$ cat src/rtl/comparator_pkg.sv
// -----------------------------------------------------------------------------
// comparator_pkg
// Shared types and constants for the registered magnitude comparator.
//   CMP_WIDTH_MAX : widest operand the comparator is meant to be built with
//   cmp_res_t     : packed {eq, gt, lt} result triple
//   CMP_EQ/GT/LT  : one-hot encodings of the three possible results
// -----------------------------------------------------------------------------
package comparator_pkg;

    localparam int CMP_WIDTH_MAX = 32;

    typedef struct packed {
        logic eq;
        logic gt;
        logic lt;
    } cmp_res_t;

    localparam logic [2:0] CMP_EQ = 3'b100;
    localparam logic [2:0] CMP_GT = 3'b010;
    localparam logic [2:0] CMP_LT = 3'b001;

endpackage : comparator_pkg

$ cat src/rtl/comparator_4bit_if.sv
// -----------------------------------------------------------------------------
// comparator_4bit_if
// Operand/result bundle for comparator_4bit.
//   in_valid, signed_mode, A, B      : request side, driven by the master
//   out_valid, A_eq_B, A_gt_B, A_lt_B : registered result, driven by the slave
//
// Handshake: valid-only, no back-pressure. The slave samples A, B and
// signed_mode on every rising edge where in_valid=1 and presents the result
// with out_valid=1 exactly one cycle later. An edge with in_valid=0 drops
// out_valid; the flags keep their previous values and carry no meaning until
// out_valid returns high.
// -----------------------------------------------------------------------------
interface comparator_4bit_if #(
    parameter int WIDTH = 4
);
    logic             in_valid;
    logic             signed_mode;
    logic [WIDTH-1:0] A;
    logic [WIDTH-1:0] B;
    logic             out_valid;
    logic             A_eq_B;
    logic             A_gt_B;
    logic             A_lt_B;

    modport master (
        output in_valid, signed_mode, A, B,
        input  out_valid, A_eq_B, A_gt_B, A_lt_B
    );

    modport slave (
        input  in_valid, signed_mode, A, B,
        output out_valid, A_eq_B, A_gt_B, A_lt_B
    );

endinterface : comparator_4bit_if

$ cat src/rtl/comparator_cell.sv
// -----------------------------------------------------------------------------
// comparator_cell
// Combinational 1-bit slice of an MSB-first magnitude compare cascade.
//   i_a, i_b          : operand bits at this position
//   i_eq, i_gt, i_lt  : verdict from all more-significant bits
//   i_invert_msb      : swap the gt/lt meaning of this bit (sign bit in
//                       two's-complement mode)
//   o_eq, o_gt, o_lt  : verdict including this bit
// Once a more-significant bit has decided (i_eq=0) this slice passes the
// verdict through unchanged.
// -----------------------------------------------------------------------------
module comparator_cell (
    input  logic i_a,
    input  logic i_b,
    input  logic i_eq,
    input  logic i_gt,
    input  logic i_lt,
    input  logic i_invert_msb,
    output logic o_eq,
    output logic o_gt,
    output logic o_lt
);

    logic w_bit_gt;
    logic w_bit_lt;
    logic w_sel_gt;
    logic w_sel_lt;

    assign w_bit_gt = i_a & ~i_b;
    assign w_bit_lt = ~i_a & i_b;

    // A set sign bit means negative, so at the MSB a 1 loses to a 0.
    assign w_sel_gt = i_invert_msb ? w_bit_lt : w_bit_gt;
    assign w_sel_lt = i_invert_msb ? w_bit_gt : w_bit_lt;

    assign o_eq = i_eq & ~(i_a ^ i_b);
    assign o_gt = i_gt | (i_eq & w_sel_gt);
    assign o_lt = i_lt | (i_eq & w_sel_lt);

endmodule : comparator_cell

$ cat src/rtl/comparator_4bit.sv
// -----------------------------------------------------------------------------
// comparator_4bit
// Registered WIDTH-bit magnitude comparator with optional signed mode.
//   clk    : rising-edge clock
//   rst_n  : asynchronous active-low reset, clears out_valid and all flags
//   bus    : comparator_4bit_if slave port
//            in_valid/signed_mode/A/B in, out_valid/A_eq_B/A_gt_B/A_lt_B out
// Parameters:
//   WIDTH     : operand width, 1..CMP_WIDTH_MAX
//   SIGNED_EN : 1 honours bus.signed_mode, 0 forces unsigned compares
// One result per in_valid cycle, one cycle of latency, no bubbles.
// -----------------------------------------------------------------------------
module comparator_4bit
    import comparator_pkg::*;
#(
    parameter int WIDTH     = 4,
    parameter bit SIGNED_EN = 1'b1
) (
    input  logic                     clk,
    input  logic                     rst_n,
    comparator_4bit_if.slave         bus
);

    // Cascade rails: index WIDTH is the seed entering the MSB cell,
    // index 0 is the final verdict leaving the LSB cell.
    logic     w_eq [WIDTH:0];
    logic     w_gt [WIDTH:0];
    logic     w_lt [WIDTH:0];
    logic     w_signed;
    cmp_res_t w_res;

    logic     r_valid;
    cmp_res_t r_res;

    assign w_signed = SIGNED_EN ? bus.signed_mode : 1'b0;

    // Nothing decided above the MSB: start out equal.
    assign w_eq[WIDTH] = 1'b1;
    assign w_gt[WIDTH] = 1'b0;
    assign w_lt[WIDTH] = 1'b0;

    genvar gi;
    generate
        for (gi = WIDTH - 1; gi >= 0; gi--) begin : g_cell
            comparator_cell u_cell (
                .i_a          (bus.A[gi]),
                .i_b          (bus.B[gi]),
                .i_eq         (w_eq[gi+1]),
                .i_gt         (w_gt[gi+1]),
                .i_lt         (w_lt[gi+1]),
                .i_invert_msb ((gi == WIDTH - 1) ? w_signed : 1'b0),
                .o_eq         (w_eq[gi]),
                .o_gt         (w_gt[gi]),
                .o_lt         (w_lt[gi])
            );
        end
    endgenerate

    assign w_res.eq = w_eq[0];
    assign w_res.gt = w_gt[0];
    assign w_res.lt = w_lt[0];

    // Flags only load on a valid sample, so they hold across idle cycles.
    always_ff @(posedge clk or negedge rst_n) begin
        if (!rst_n) begin
            r_valid <= 1'b0;
            r_res   <= '0;
        end else begin
            r_valid <= bus.in_valid;
            if (bus.in_valid) begin
                r_res <= w_res;
            end
        end
    end

    assign bus.out_valid = r_valid;
    assign bus.A_eq_B    = r_res.eq;
    assign bus.A_gt_B    = r_res.gt;
    assign bus.A_lt_B    = r_res.lt;

endmodule : comparator_4bit

$ cat src/flat_wrapper.sv
// flat-port wrapper written by rule: the top's interface ports become plain ports
module comparator_4bit_flat import comparator_pkg::*;
#(
    parameter int WIDTH     = 4,
    parameter bit SIGNED_EN = 1'b1
)
  (clk, rst_n, bus_in_valid, bus_signed_mode, bus_A, bus_B, bus_out_valid, bus_A_eq_B, bus_A_gt_B, bus_A_lt_B);
  comparator_4bit_if #(.WIDTH(WIDTH)) bus_i ();
  input  logic clk;
  input  logic rst_n;
  input wire logic [$bits(bus_i.in_valid)-1:0] bus_in_valid;
  input wire logic [$bits(bus_i.signed_mode)-1:0] bus_signed_mode;
  input wire logic [$bits(bus_i.A)-1:0] bus_A;
  input wire logic [$bits(bus_i.B)-1:0] bus_B;
  output wire logic [$bits(bus_i.out_valid)-1:0] bus_out_valid;
  output wire logic [$bits(bus_i.A_eq_B)-1:0] bus_A_eq_B;
  output wire logic [$bits(bus_i.A_gt_B)-1:0] bus_A_gt_B;
  output wire logic [$bits(bus_i.A_lt_B)-1:0] bus_A_lt_B;
  assign bus_i.in_valid = bus_in_valid;
  assign bus_i.signed_mode = bus_signed_mode;
  assign bus_i.A = bus_A;
  assign bus_i.B = bus_B;
  assign bus_out_valid = bus_i.out_valid;
  assign bus_A_eq_B = bus_i.A_eq_B;
  assign bus_A_gt_B = bus_i.A_gt_B;
  assign bus_A_lt_B = bus_i.A_lt_B;
  comparator_4bit #(.WIDTH(WIDTH), .SIGNED_EN(SIGNED_EN)) u_core (.clk(clk), .rst_n(rst_n), .bus(bus_i));
endmodule
$ cat config.mk
export PLATFORM = sky130hd
export DESIGN_NAME = comparator_4bit_flat
export DESIGN_NICKNAME = d
export VERILOG_FILES = /design/src/rtl/comparator_pkg.sv /design/src/rtl/comparator_4bit_if.sv /design/src/rtl/comparator_cell.sv /design/src/rtl/comparator_4bit.sv /design/src/flat_wrapper.sv
export SDC_FILE = /design/constraint.sdc
export NUM_CORES = 1
export LEC_CHECK = 0
export BUFFER_PORTS_ARGS = -buffer_cell sky130_fd_sc_hd__buf_2
export CORE_AREA = 2 2 39 41
export CTS_BUF_LIST = sky130_fd_sc_hd__clkbuf_8
export DETAILED_ROUTE_END_ITERATION = 10
export DIE_AREA = 0 0 41 43
export GPL_ROUTABILITY_DRIVEN = 0
export PLACE_DENSITY = 0.53
export SLEW_MARGIN = 30
export SYNTH_ARGS = -nofsm -noshare
export SYNTH_HDL_FRONTEND = slang
export SYNTH_SLANG_ARGS = --single-unit
$ cat constraint.sdc
create_clock -name clk -period 0.85 [get_ports clk]
set_input_delay 0.1275 -clock clk [delete_from_list [all_inputs] [get_ports clk]]
set_output_delay 0.1275 -clock clk [all_outputs]
set_load 0.01 [all_outputs]
# After elaboration in Yosys (flattened, before gate mapping)
# Cells that the tools add are included.
[word_totals]
reg_bits = 4
out_inout_bits = 4
[op_classes]
n_mux = 2
n_bitwise = 39
[op_table]
columns = ["op", "count"]
rows = [
  ["$and 1x1->1", 17],
  ["$not 1->1", 12],
  ["$or 1x1->1", 6],
  ["$xor 1x1->1", 4],
  ["$mux 1", 2],
]

# Longest topological paths before layout
[depth]
word_depth = 6
ltp_mapped = 5
depth_no_buf = 5

# Hierarchy
# A second synthesis with hierarchy kept.
[unflattened]
hier_cells = 45
hier_area_um2 = 446.7
[by_module_without_submodules]
columns = ["mod", "instances", "cells_each", "area_per_inst_um2", "seq_area_each_um2"]
rows = [
  ["comparator_cell", 4, 9, 76.3, 0.0],
  ["comparator_4bit", 1, 9, 141.4, 100.1],
]

# Worst setup path after synthesis
# No wires, ideal clock.
[synth_path]
path_kind = "input to register"
start = "input port bus_B[1]"
end = "register u_core.r_res (netlist bit u_core.bus.A_gt_B)"
setup_time_ns = 0.119
t_arrival_ns = 0.783
required_time_ns = 0.731
path_slack_ns = -0.052
path_stages = 5
n_path_buf = 0
cell_sequence = "inv_1 -> ha_1 -> a21oi_1 -> o2111ai_1 -> o21a_1"
[synth_via]
elab_chain_cells = 5
[synth_rtl]
columns = ["item", "line", "source"]
rows = [
  ["start, declared", "flat_wrapper.sv:14", "input wire logic [$bits(bus_i.B)-1:0] bus_B;"],
  ["$not 1->1 / $xor 1x1->1 (equally long branches)", "comparator_cell.sv:29, comparator_cell.sv:36", ""],
  ["$and 1x1->1 / $not 1->1 (equally long branches)", "comparator_cell.sv:29, comparator_cell.sv:36", ""],
  ["$and 1x1->1, on equally long branches", "comparator_cell.sv:37, comparator_cell.sv:36", ""],
  ["$or 1x1->1 / $and 1x1->1 (equally long branches)", "comparator_cell.sv:37", "assign o_gt = i_gt | (i_eq & w_sel_gt);"],
  ["$or 1x1->1 (*)", "comparator_cell.sv:37", ""],
  ["end signal, assigned", "comparator_4bit.sv:71", "r_res <= w_res;"],
  ["end, declared", "comparator_4bit.sv:33", "cmp_res_t r_res;"],
]
# Every way passes the cells marked *; elsewhere a longest branch is shown, timed or not.
# A chain may end at the register's enable or synchronous reset.

# Worst setup path in the final report
[layout_path]
start = "register u_core.r_res (netlist bit u_core.bus.A_gt_B)"
end = "output port bus_A_gt_B"
[layout_rtl]
columns = ["item", "line", "source"]
rows = [
  ["end, declared", "flat_wrapper.sv:17", "output wire logic [$bits(bus_i.A_gt_B)-1:0] bus_A_gt_B;"],
]
# No word-level cell between the ends.

==> reports/summary.txt <==
status -> finished with violations
failing checks -> negative setup slack
Worst Setup Start Kind -> flop
Final min period -> 0.851 ns
crit path launch -> u_core.bus.A_gt_B$_DFFE_PN0P_
register area share after synthesis -> 0.309
Nets -> 77
Comb power frac -> 0.255
CP Data Arrival Time -> 0.72 ns
TritonCTS Sinks -> 4
largest net degree at the start of global routing -> 7
Slew Viols, Final -> 0
placed cell count -> 67
Site Rows -> 14
Hold WC Path Type -> input port to flop
Final HPWL DP -> 548 µm
share of the core filled with cells -> 0.395
vias in the first global route -> 276
Worst R2R Start -> u_core.bus.A_gt_B$_DFFE_PN0P_
antenna-violating nets left -> 0
fin cells -> 71
Worst Setup End Kind -> output port
root buffer cell -> clkbuf_8
dpl ws -> -0.212 ns
CP Cell Sequence -> buf_2
Lkg Pwr -> 0.283 nW
Slew HR -> 0.880
Worst Tran Pin Value -> 0.175 ns
starting density of the core -> 0.234
period utilization -> 1.00
CP required -> 0.72 ns
PortBufs -> 15
final hold slack -> 0.118 ns
Netlist Area Pre-Place -> 324 µm²
YS warnings -> 0
Switching Fraction -> 0.242
detailed-route wire length -> 677 µm
critical path type -> flop to output port
All-Layer GR Usage -> 0.0827
P&R area growth vs syn -> 68.7%
DRT iter0 DRCs -> 1
Final Hold Fails -> 0
Pre-antenna DRT Iters -> 2
CTS buffer count -> 3
post-DR vias/cell -> 4.28
Post-Layout Inst Area -> 547 µm²
Die Y -> 43 µm
Mapped Nets -> 54
DR DRC count -> 0
Syn Inst Count -> 34
first-pass GRT wire length -> 938 µm
clk_lat worst skew -> 0.21 ns
die footprint -> 1760 µm²
Synth cell types -> 9
DR vias -> 304
PnR Total Power -> 0.819 mW
Reg power frac -> 0.267
min-delay src -> bus_in_valid
ratio of cells with drive above 1 in the final layout -> 0.545
worst vdd ir -> 858 µV
endpoints failing setup -> 1
antenna violations before repair -> 0
crit path max-delay cell type -> dfrtp_1
Die Width -> 41 µm
Peak Freq -> 1180 MHz
CTS tree -> yes
Worst Path Buf+Inv -> 1
post-route setup TNS -> -0.000966 ns
Max H-tree Level -> 1
commonest non-fill, non-tap cells in the layout -> buf_2, inv_1, ha_1, dfrtp_1, clkbuf_8
wire length per cell -> 9.54 µm
placed instance area -> 463 µm²
I/O Pins -> 16
worst setup margin -> -0.000966 ns
RSZ-0062 raised after global routing -> true
Switch Pwr -> 0.198 mW
Ant. Diodes -> 0
Clock power frac -> 0.478
crit-path max FO -> 2
internal power -> 0.621 mW
Worst-path clk slew -> 0.03 ns
commonest non-fill, non-tap cell in the layout -> buf_2
CP peak stage delay -> 0.37 ns
Yosys reg bits -> 4
delay-heaviest family, CP -> flip-flops
Core Area -> 1380 µm²
Pwr Density -> 1500 nW/µm²
total grt overflow -> 0
max cap viols -> 0
CTS Buffer Depth -> 2
post-synthesis area per instance -> 9.53 µm²
Clock Skews -> 0 ns
## worst paths after layout
check | end | slack, ns | depth (start not counted)
worst max-delay path | bus_A_gt_B | -0.001 | 1
worst min-delay path | u_core.bus.out_valid$_DFF_PN0_ | 0.12 | 1
worst max register to register | u_core.bus.A_gt_B$_DFFE_PN0P_ | 0.19 | 1
worst min register to register | u_core.bus.A_lt_B$_DFFE_PN0P_ | 0.47 | 1
max in group asynchronous | u_core.bus.A_lt_B$_DFFE_PN0P_ | 0.48 | 2
min in group asynchronous | u_core.bus.out_valid$_DFF_PN0_ | 0.25 | 2
## final cells by class
type                    instances  area [µm²]
fillers                       150         837
multi-input cells              21         251
flip-flops and latches          4         100
repair buffers                 18         100
clock buffers                   3        41.3
inverters                       9        33.8
well taps                      16        20.0
## power groups by stage
stage / Sequential [mW] / Clock [mW] / Combinational (mW)
2_1_floorplan: 0.230 / 0 / 0.0822
3_3_place_gp: 0.222 / 0 / 0.175
3_5_place_dp: 0.221 / 0 / 0.179
4_1_cts: 0.219 / 0.406 / 0.183
5_1_grt: 0.221 / 0.419 / 0.233
6_report: 0.219 / 0.391 / 0.209
## metal layers
layer / GRT usage / share of wire / wire, µm
met3: 0.0157 / 0.034 / 23
met1: 0.0749 / 0.40 / 270
met5: 0 / 0 / 0
met2: 0.138 / 0.57 / 383
met4: 0.0800 / 0 / 0
## cells in the mapped netlist
master	number	area (µm²)
inv_1	9	33.8
ha_1	8	100
dfrtp_1	4	100
mux2i_1	3	30.0
nand2_1	3	11.3
a21oi_1	2	10.0
o2111ai_1	2	17.5
o21a_1	2	15.0
nand4_1	1	6.26
## state kept, by name, indices dropped and copies added (netlist names)
register and flops:
u_core.bus.A_lt_B 1, u_core.bus.out_valid 1, u_core.bus.A_gt_B 1, u_core.bus.A_eq_B 1
## logic make-up (layout without fill, tap and decap cells)
family          after synthesis  in the layout  synth area share
mux                           3              3            0.0927
flops                         4              4             0.309
compound gates                6              6             0.131
fa+ha+maj                     8              8             0.309
simple gates                  4              4            0.0541
buf+inv                       9             30             0.104
## timing repair
action,CTS,global route
endpoints found under the hold margin,4,0
pin swaps,0,1
setup endpoints to repair,2,6
setup buffers,0,0
resized for setup,0,8
hold buffers,1,0
Note: power is estimated with default switching activity, not from simulation.
